<file path="config.mk">
export PLATFORM = sky130hd
export DESIGN_NAME = regfile_write_arbiter
export DESIGN_NICKNAME = d
export VERILOG_FILES = /design/src/rtl/regfile_write_arbiter.sv
export SDC_FILE = /design/constraint.sdc
export NUM_CORES = 1
export LEC_CHECK = 0
export ABC_AREA = 1
export CORE_ASPECT_RATIO = 0.5
export CORE_MARGIN = 3
export CORE_UTILIZATION = 52
export CTS_CLUSTER_DIAMETER = 60
export CTS_CLUSTER_SIZE = 30
export DETAILED_ROUTE_END_ITERATION = 16
export PLACE_DENSITY = 0.8
export SLEW_MARGIN = 40
export SYNTH_ARGS = -nofsm -noshare
export SYNTH_HDL_FRONTEND = slang
export SYNTH_SLANG_ARGS = --single-unit
</file>
<file path="constraint.sdc">
create_clock -name clk -period 3.46 [get_ports clk]
set_input_delay 0.346 -clock clk [delete_from_list [all_inputs] [get_ports clk]]
set_output_delay 0.346 -clock clk [all_outputs]
set_load 0.02 [all_outputs]
</file>
<file path="src/rtl/regfile_write_arbiter.sv">
// Register-file write port arbiter: the pipeline WB stage has priority, and
// multi-cycle results drain from a small FIFO when WB is idle.
module regfile_write_arbiter #(
  parameter int DEPTH  = 4,
  parameter int DATA_W = 32,
  parameter int ADDR_W = 5
) (
  input  logic                       clk,
  input  logic                       reset,
  input  logic                       wb_valid,
  input  logic [ADDR_W-1:0]          wb_rd,
  input  logic [DATA_W-1:0]          wb_data,
  input  logic                       ml_valid,
  output logic                       ml_ready,
  input  logic [ADDR_W-1:0]          ml_rd,
  input  logic [DATA_W-1:0]          ml_data,
  input  logic [ADDR_W-1:0]          query_reg1,
  input  logic [ADDR_W-1:0]          query_reg2,
  output logic                       pending1,
  output logic                       pending2,
  output logic                       RegWrite,
  output logic [ADDR_W-1:0]          Write_register,
  output logic [DATA_W-1:0]          Write_data,
  output logic [$clog2(DEPTH+1)-1:0] fifo_count
);

  localparam int PTR_W = $clog2(DEPTH);
  localparam int CNT_W = $clog2(DEPTH+1);

  logic [DEPTH-1:0]  live_q;
  logic [ADDR_W-1:0] rd_mem   [DEPTH];
  logic [DATA_W-1:0] data_mem [DEPTH];
  logic [PTR_W-1:0]  wr_ptr;
  logic [PTR_W-1:0]  rd_ptr;
  logic [CNT_W-1:0]  count;

  logic full;
  logic wb_fire;
  logic ml_fire;
  logic push;
  logic pop;

  // ML handshake: a transfer happens in any cycle where ml_valid && ml_ready
  // are both high at posedge; ml_ready does not depend on ml_valid.
  assign full     = (count == CNT_W'(DEPTH));
  assign ml_ready = !full && !reset;
  assign wb_fire  = wb_valid && (wb_rd != '0);
  assign ml_fire  = ml_valid && ml_ready;
  assign push     = ml_fire && (ml_rd != '0);
  assign pop      = !wb_fire && (count != '0);

  assign fifo_count = count;

  always_ff @(posedge clk) begin
    if (push) begin
      rd_mem[wr_ptr]   <= ml_rd;
      data_mem[wr_ptr] <= ml_data;
    end
  end

  always_ff @(posedge clk) begin
    if (reset) begin
      live_q         <= '0;
      wr_ptr         <= '0;
      rd_ptr         <= '0;
      count          <= '0;
      RegWrite       <= 1'b0;
      Write_register <= '0;
      Write_data     <= '0;
    end else begin
      // WB is younger than every queued result, so it kills same-rd entries.
      for (int i = 0; i < DEPTH; i++) begin
        if (wb_fire && (rd_mem[i] == wb_rd)) live_q[i] <= 1'b0;
      end
      if (pop) begin
        live_q[rd_ptr] <= 1'b0;
        rd_ptr         <= rd_ptr + PTR_W'(1);
      end
      if (push) begin
        live_q[wr_ptr] <= !(wb_fire && (ml_rd == wb_rd));
        wr_ptr         <= wr_ptr + PTR_W'(1);
      end

      if (push && !pop)      count <= count + CNT_W'(1);
      else if (!push && pop) count <= count - CNT_W'(1);

      if (wb_fire) begin
        RegWrite       <= 1'b1;
        Write_register <= wb_rd;
        Write_data     <= wb_data;
      end else if (pop) begin
        RegWrite       <= live_q[rd_ptr];
        Write_register <= rd_mem[rd_ptr];
        Write_data     <= data_mem[rd_ptr];
      end else begin
        RegWrite <= 1'b0;
      end
    end
  end

  // A slot's live bit is only ever set while it is occupied.
  always_comb begin
    pending1 = 1'b0;
    pending2 = 1'b0;
    for (int i = 0; i < DEPTH; i++) begin
      if (live_q[i] && (rd_mem[i] == query_reg1)) pending1 = 1'b1;
      if (live_q[i] && (rd_mem[i] == query_reg2)) pending2 = 1'b1;
    end
    if (RegWrite && (Write_register == query_reg1)) pending1 = 1'b1;
    if (RegWrite && (Write_register == query_reg2)) pending2 = 1'b1;
    if (query_reg1 == '0) pending1 = 1'b0;
    if (query_reg2 == '0) pending2 = 1'b0;
  end

endmodule
</file>
# Word-level counts from Yosys, hierarchy flattened
# Memories as Yosys holds them, arrays and structs flattened. A register that Yosys moved wholly into a read port is not among the register bits.
# Cells that the tools add are included.
[classes] addsub=4 order_cmp=4 eq_ne=16 mux=44 n_bitwise=2 n_reduce_logical=37
[ops] op="$eq 5x5->1" count=15
[ops] op="$mux 32" count=2
[ops] op="$mux 1" count=27
[ops] op="$logic_and 1x1->1" count=24
[ops] op="$mux 4" count=3
[ops] op="$logic_not 5->1" count=2
[ops] op="$mux 5" count=2
[ops] op="$reduce_bool 5->1" count=2
[ops] op="$mux 2" count=4
[ops] op="$logic_not 1->1" count=6
[ops] op="$lt 2x3->1 const B" count=2
[ops] op="$mux 3" count=2
[ops] op="$add 2x1->2 const B" count=2
[ops] op="$and 4x4->4" count=1
[ops] op="$bwmux 4" count=1
[ops] op="$demux 1 s2" count=2
[ops] op="$ge 2x1->1 const B" count=2
[ops] op="$not 4->4" count=1
[ops] op="$reduce_bool 2->1" count=2
[ops] op="$add 3x1->3 const B" count=1
[ops] op="$eq 3x3->1 const B" count=1
[ops] op="$reduce_bool 3->1" count=1
[ops] op="$sub 3x1->3 const B" count=1
[ops] op="$bmux 1 s2" count=1
[word_totals] regBits=49 ramBits=148 input_bits=88 output_inout_bits=44 memories=2
[mem_list] name="data_mem" words=4 width=32 read_ports=1 rd_clocked_by_memory_dff=1 write_ports=1 line_no="32" rtl="logic [DATA_W-1:0] data_mem [DEPTH];"
[mem_list] name="rd_mem" words=4 width=5 read_ports=5 rd_clocked_by_memory_dff=1 write_ports=1 line_no="31" rtl="logic [ADDR_W-1:0] rd_mem [DEPTH];"

# Logic depth before layout (Yosys ltp)
[logic_depth] depth_word=10 mapped_depth=14

# Worst setup path after synthesis
# OpenSTA, ideal clock, no wires.
[synth_path] kind="register -> register" startpoint="register count[0], in the netlist fifo_count[0]" endpoint="memory data_mem[0][0] (enable)" t_arrival_ns=2.625 path_slack_ns=0.402 stages_incl_launch_ff=7 path_cell_list="dfxtp_1 nor2_1 nand2_1 nand3_1 nor2_4 inv_2 nor2_1"
[synth_between] elab_chain_cells=7
[synth_rtl] element="from (decl)" line_no="35" rtl="logic [CNT_W-1:0] count;"
[synth_rtl] element="from (signal assigned)" line_no="84" rtl="if (push && !pop) count <= count + CNT_W'(1);"
[synth_rtl] element="from (signal assigned)" line_no="85" rtl="else if (!push && pop) count <= count - CNT_W'(1);"
[synth_rtl] element="$eq 3x3->1" line_no="45" rtl="assign full = (count == CNT_W'(DEPTH));"
[synth_rtl] element="$logic_not 1->1" line_no="46" rtl="assign ml_ready = !full && !reset;"
[synth_rtl] element="$logic_and 1x1->1" line_no="46"
[synth_rtl] element="$logic_and 1x1->1" line_no="48" rtl="assign ml_fire = ml_valid && ml_ready;"
[synth_rtl] element="$logic_and 1x1->1" line_no="49" rtl="assign push = ml_fire && (ml_rd != '0);"
[synth_rtl] element="via push" line_no="40" rtl="logic push;"
[synth_rtl] element="$mux 1" line_no="55" rtl="if (push) begin"
[synth_rtl] element="$mux 1 (not written as such)" line_no="57" rtl="data_mem[wr_ptr] <= ml_data;"
[synth_rtl] element="to (decl)" line_no="32"
# The timed path passes the listed nets, and every way through them passes these cells.

# Final worst setup path
[layout_path] startpoint="input query_reg2[4]" endpoint="output pending2"
[layout_between] elab_chain_cells=8 elab_cells_between_ends=17 classes_between="eq/ne: 5; mux: 6; reduce/logical: 6"
[layout_rtl] element="from (decl)" line_no="18" rtl="input logic [ADDR_W-1:0] query_reg2,"
[layout_rtl] element="$eq 5x5->1" line_no="107" rtl="if (live_q[i] && (rd_mem[i] == query_reg2)) pending2 = 1'b1;"
[layout_rtl] element="$logic_and 1x1->1" line_no="107"
[layout_rtl] element="$mux 1 (4 in series)" line_no="107"
[layout_rtl] element="$mux 1" line_no="110" rtl="if (RegWrite && (Write_register == query_reg2)) pending2 = 1'b1;"
[layout_rtl] element="$mux 1 (*)" line_no="112" rtl="if (query_reg2 == '0) pending2 = 1'b0;"
[layout_rtl] element="to (decl)" line_no="20" rtl="output logic pending2,"
# Every way passes the cells marked *; elsewhere a longest branch is shown, timed or not.

==> reports/summary.json <==
{
  "outcome": {
    "run_status": "finished clean"
  },
  "sta": {
    "layout_worst_path_cycle_share": 0.8050,
    "final_max_slew_viol_count": 0,
    "final_hold_viol_count": 0,
    "finalClockSkew_ns": 0.01208,
    "unrepaired_setup_endpoints_after_global_routing": "no",
    "achievable_clock_frequency_ghz": 0.3590,
    "layout_setup_ws_ns": 0.6747,
    "slew_headroom": 0.4961,
    "fin_crit_ns": 2.785,
    "setup_viol": 0,
    "timing_worst_slew_pin_value_ns": 0.7559,
    "setup_total_negative_slack_ns": 0
  },
  "placed_design": {
    "place.port_buffers": 131,
    "routabilityCongestion": 0.9012,
    "dpl_cell_area_sq_um": 10590,
    "dp_worst_setup_slack_ns": 0.5577,
    "detailed_place_hpwl_mm": 15.27
  },
  "pwr": {
    "post-layout-total-power_mw": 7.030,
    "vdd_drop_max_uv": 360.5,
    "switching_power_mw": 2.425,
    "power_frac_seq": 0.424,
    "netSwitchingFraction": 0.3450,
    "power.density_cell_area_nw_per_um2": 630.7,
    "clock_share_of_power": 0.265,
    "int_power_mw": 4.604,
    "cellLeakagePower_nw": 4.163,
    "power.combinational.fraction": 0.311
  },
  "synth": {
    "synthCells": 928,
    "syn-num-nets": 1026,
    "post_synth_mux_area_share": 0,
    "synthesis.area_sq_um": 9156,
    "synthesized_area_fraction_occupied_by_adder_cells": 0.01448,
    "yosys.cell_types.count": 38,
    "synth_top_family_by_area": "simple AND/OR/NAND/NOR gates",
    "synth-compound-area-share": 0.1372,
    "post_synth_xor_area_fraction": 0.02965,
    "synth_simple_gate_area_share": 0.1562,
    "synth.yosys.seq_area_share": 0.5969,
    "ys_warn_count": 0,
    "number_of_storage_elements_in_the_synthesis_netlist": 199,
    "postSynthAreaPerCell_sq_um": 9.867
  },
  "worst_setup_path": {
    "slowest_stage": "sky130_fd_sc_hd__clkdlybuf4s50_1",
    "critPathArrivalTime_ns": 2.44,
    "crit_family": "buffers and inverters",
    "setup.reg_to_reg.worst_slack_ns": 1.25,
    "cp_num_buf_inv": 3,
    "setup.worst_path.end_class": "primary output",
    "startpoint_class_of_the_critical_path": "input pin",
    "critical_path.reg2reg.endpoint": "fifo_count[2]",
    "reg2reg_from": "fifo_count[0]",
    "rr_worst_depth": 10,
    "critical_path_class": "in -> out",
    "worst-endpoint-required_ns": 3.11,
    "critical_path.max_fanout": 6,
    "max_stage_delay_ns": 0.61,
    "cp_cell_sequence": "clkdlybuf4s50_1 -> inv_1 -> o21ai_0 -> a21oi_1 -> nand3_1 -> nand3_1 -> nor2_1 -> nor2_1 -> clkdlybuf4s50_1"
  },
  "route": {
    "dr.first_iter.drc_count": 627,
    "detail_route.wl_per_cell_microns": 18.17,
    "postRouteWirelength_mm": 23.24,
    "detail_route.vias_per_cell": 5.569,
    "drcViolationCount": 0,
    "detailroute.via_count": 7123,
    "first_pass_iters": 6,
    "drt_antenna_net_count": 0
  },
  "cts": {
    "tritoncts_clock_tree": "built",
    "postCtsResizedCells": 0,
    "cts_sinks": 199,
    "cts_setup_buffers": 0,
    "total_cts_buffers": 17,
    "clock_path_buffers": 2,
    "cts_root_buffer": "sky130_fd_sc_hd__clkbuf_16",
    "cts.clk_slew.worst_paths_ns": 0.07,
    "htree_levels": 4,
    "worst_skew_pair.late_latency_ns": 0.42,
    "holdBufCountCts": 0
  },
  "grt": {
    "grt_pass1_wl_mm": 36.34,
    "first_global_vias": 6972,
    "grt_antenna_before_repair": 1,
    "grtUsageTotal": 0.2389,
    "grt_max_degree": 75,
    "grt-ovfl-total": 0
  },
  "job": {
    "max_cap_viol_count": 0
  },
  "floorplanning": {
    "fp.dieArea_sq_um": 19330,
    "coreArea_sq_um": 16800,
    "initial_utilization": 0.5449,
    "rows": 33,
    "io_pins": 132,
    "fp.dieW_microns": 193.7,
    "dieHeight_microns": 99.83
  },
  "worst_hold_path": {
    "worstHoldPathCells": 3,
    "timing.hold.worst_endpoint": "Write_data[1]",
    "min_delay_path_class": "in -> reg",
    "hold_path.startpoint": "wb_data[1]"
  },
  "cells_and_area": {
    "finish.instance_area_sq_um": 11150,
    "utilization": 0.6632,
    "antenna_cells": 0,
    "proportion_of_layout_cells_with_a_drive_suffix_above_1": 0.07414,
    "synthToLayoutAreaGrowth_pct": 21.73,
    "final_net_count": 1137
  }
}
==> tightest hold or removal path: cells and delay by family <==
kind                   cells  cell delay, ns
buffers and inverters      1            0.40
AOI/OAI and AO/OA          1            0.05
and+or+nand+nor            1            0.07
==> cell usage in the layout, fill, tap and decap left out, types with 28 or more instances in the layout <==
master,n
sky130_fd_sc_hd__edfxtp_1,148
sky130_fd_sc_hd__nand2_1,153
sky130_fd_sc_hd__a21oi_1,70
sky130_fd_sc_hd__nand3_1,44
sky130_fd_sc_hd__clkdlybuf4s50_1,131
sky130_fd_sc_hd__o21ai_0,97
sky130_fd_sc_hd__nor2_1,101
sky130_fd_sc_hd__dfxtp_1,49
sky130_fd_sc_hd__inv_1,68
sky130_fd_sc_hd__o22ai_1,28
==> worst max-delay path by stage <==
stage	start	to	slack, ns	cells after the start
5_1_grt	query_reg2[4]	pending2	0.52	9
4_1_cts	query_reg2[4]	pending2	0.70	10
3_5_place_dp	wb_rd[2]	Write_data[28]	0.56	9
6_report	query_reg2[4]	pending2	0.67	9
2_1_floorplan	fifo_count[0]	data_mem[0][0]	0.40	6
3_3_place_gp	wb_rd[2]	Write_data[11]	0.63	9
==> through the flow <==
step / cells / hold WS (ns)
after floorplan: 928 / 0.4151
final: 1279 / 0.4939
after global placement: 1247 / 0.4757
after CTS: 1279 / 0.4829
after detailed placement: 1247 / 0.4846
after global routing: 1279 / 0.5063
==> power groups by stage <==
stage	combinational (mW)	clock (mW)	sequential (mW)
finish	2.19	1.86	2.98
global route	2.39	1.98	3.00
CTS	2.18	1.88	2.98
detailed placement	2.15	0	3.03
global placement	2.11	0	3.02
floorplan	1.32	0	3.15
==> kinds of logic after synthesis <==
family	count (synthesis)
buffers and inverters	125
AND/OR/NAND/NOR	331
AO/OA/AOI/OAI	232
flip-flops	199
adder cells (fa/ha/maj)	10
XOR/XNOR	31
==> area by class of cell <==
cell class | count | area, sq um
fill | 1267 | 5659
sequential | 199 | 5468
multi-input combinational | 604 | 3120
timing repair buffer | 141 | 1424
clock buffer | 20 | 436.7
inverter | 76 | 295.3
tap | 227 | 284.0
clock inverter | 12 | 117.6
==> per-layer routing <==
metal | vias to the layer above | routed length [microns] | GRT usage
li1 | 3408 | - | -
met1 | 3354 | 9848 | 0.3231
met2 | 317 | 11250 | 0.3962
met3 | 44 | 1632 | 0.03521
met4 | 0 | 506 | 0.09717
met5 | - | 0 | 0
==> Yosys cell counts <==
library cell	n	area [sq um]
sky130_fd_sc_hd__o211ai_1	10	75.07
sky130_fd_sc_hd__inv_2	4	15.01
sky130_fd_sc_hd__inv_1	69	259.0
sky130_fd_sc_hd__buf_12	2	40.04
sky130_fd_sc_hd__nor3_1	7	35.03
sky130_fd_sc_hd__buf_4	7	52.55
sky130_fd_sc_hd__fa_1	1	20.02
sky130_fd_sc_hd__o21ai_1	18	90.09
sky130_fd_sc_hd__nand2_2	5	31.28
sky130_fd_sc_hd__nand3_1	44	220.2
sky130_fd_sc_hd__o21ai_2	6	52.55
sky130_fd_sc_hd__nor2_2	1	6.260
sky130_fd_sc_hd__buf_8	1	15.01
sky130_fd_sc_hd__edfxtp_1	148	4444
sky130_fd_sc_hd__a21oi_1	70	350.3
sky130_fd_sc_hd__clkinv_1	1	3.750
sky130_fd_sc_hd__nor2_4	2	22.52
sky130_fd_sc_hd__xnor2_1	12	105.1
sky130_fd_sc_hd__nand2_1	153	574.3
sky130_fd_sc_hd__o21ai_0	97	485.5
sky130_fd_sc_hd__xor2_1	19	166.4
sky130_fd_sc_hd__inv_4	1	6.260
sky130_fd_sc_hd__ha_1	9	112.6
sky130_fd_sc_hd__buf_2	19	95.09
sky130_fd_sc_hd__nand2_4	1	11.26
sky130_fd_sc_hd__inv_6	1	8.760
sky130_fd_sc_hd__nand2_8	1	20.02
sky130_fd_sc_hd__a21o_1	1	7.510
sky130_fd_sc_hd__or2_2	2	12.51
sky130_fd_sc_hd__nor2_8	1	20.02
sky130_fd_sc_hd__o22ai_1	28	175.2
sky130_fd_sc_hd__nand3_2	7	70.07
sky130_fd_sc_hd__clkbuf_1	16	60.06
sky130_fd_sc_hd__o211a_1	2	20.02
sky130_fd_sc_hd__nor2_1	105	394.1
sky130_fd_sc_hd__nand4_1	2	12.51
sky130_fd_sc_hd__dfxtp_1	51	1021
sky130_fd_sc_hd__buf_6	4	45.04
==> flip-flops by register name (all words and copies together) (netlist names), named ones only <==
| register | count |
|---|---|
| fifo_count | 3 |
| Write_data | 32 |
| Write_register | 5 |
| rd_ptr | 2 |
| RegWrite | 1 |
| data_mem | 128 |
| live_q | 4 |
| wr_ptr | 2 |
| rd_mem | 20 |
No activity file was read; power rests on OpenSTA's default activity.
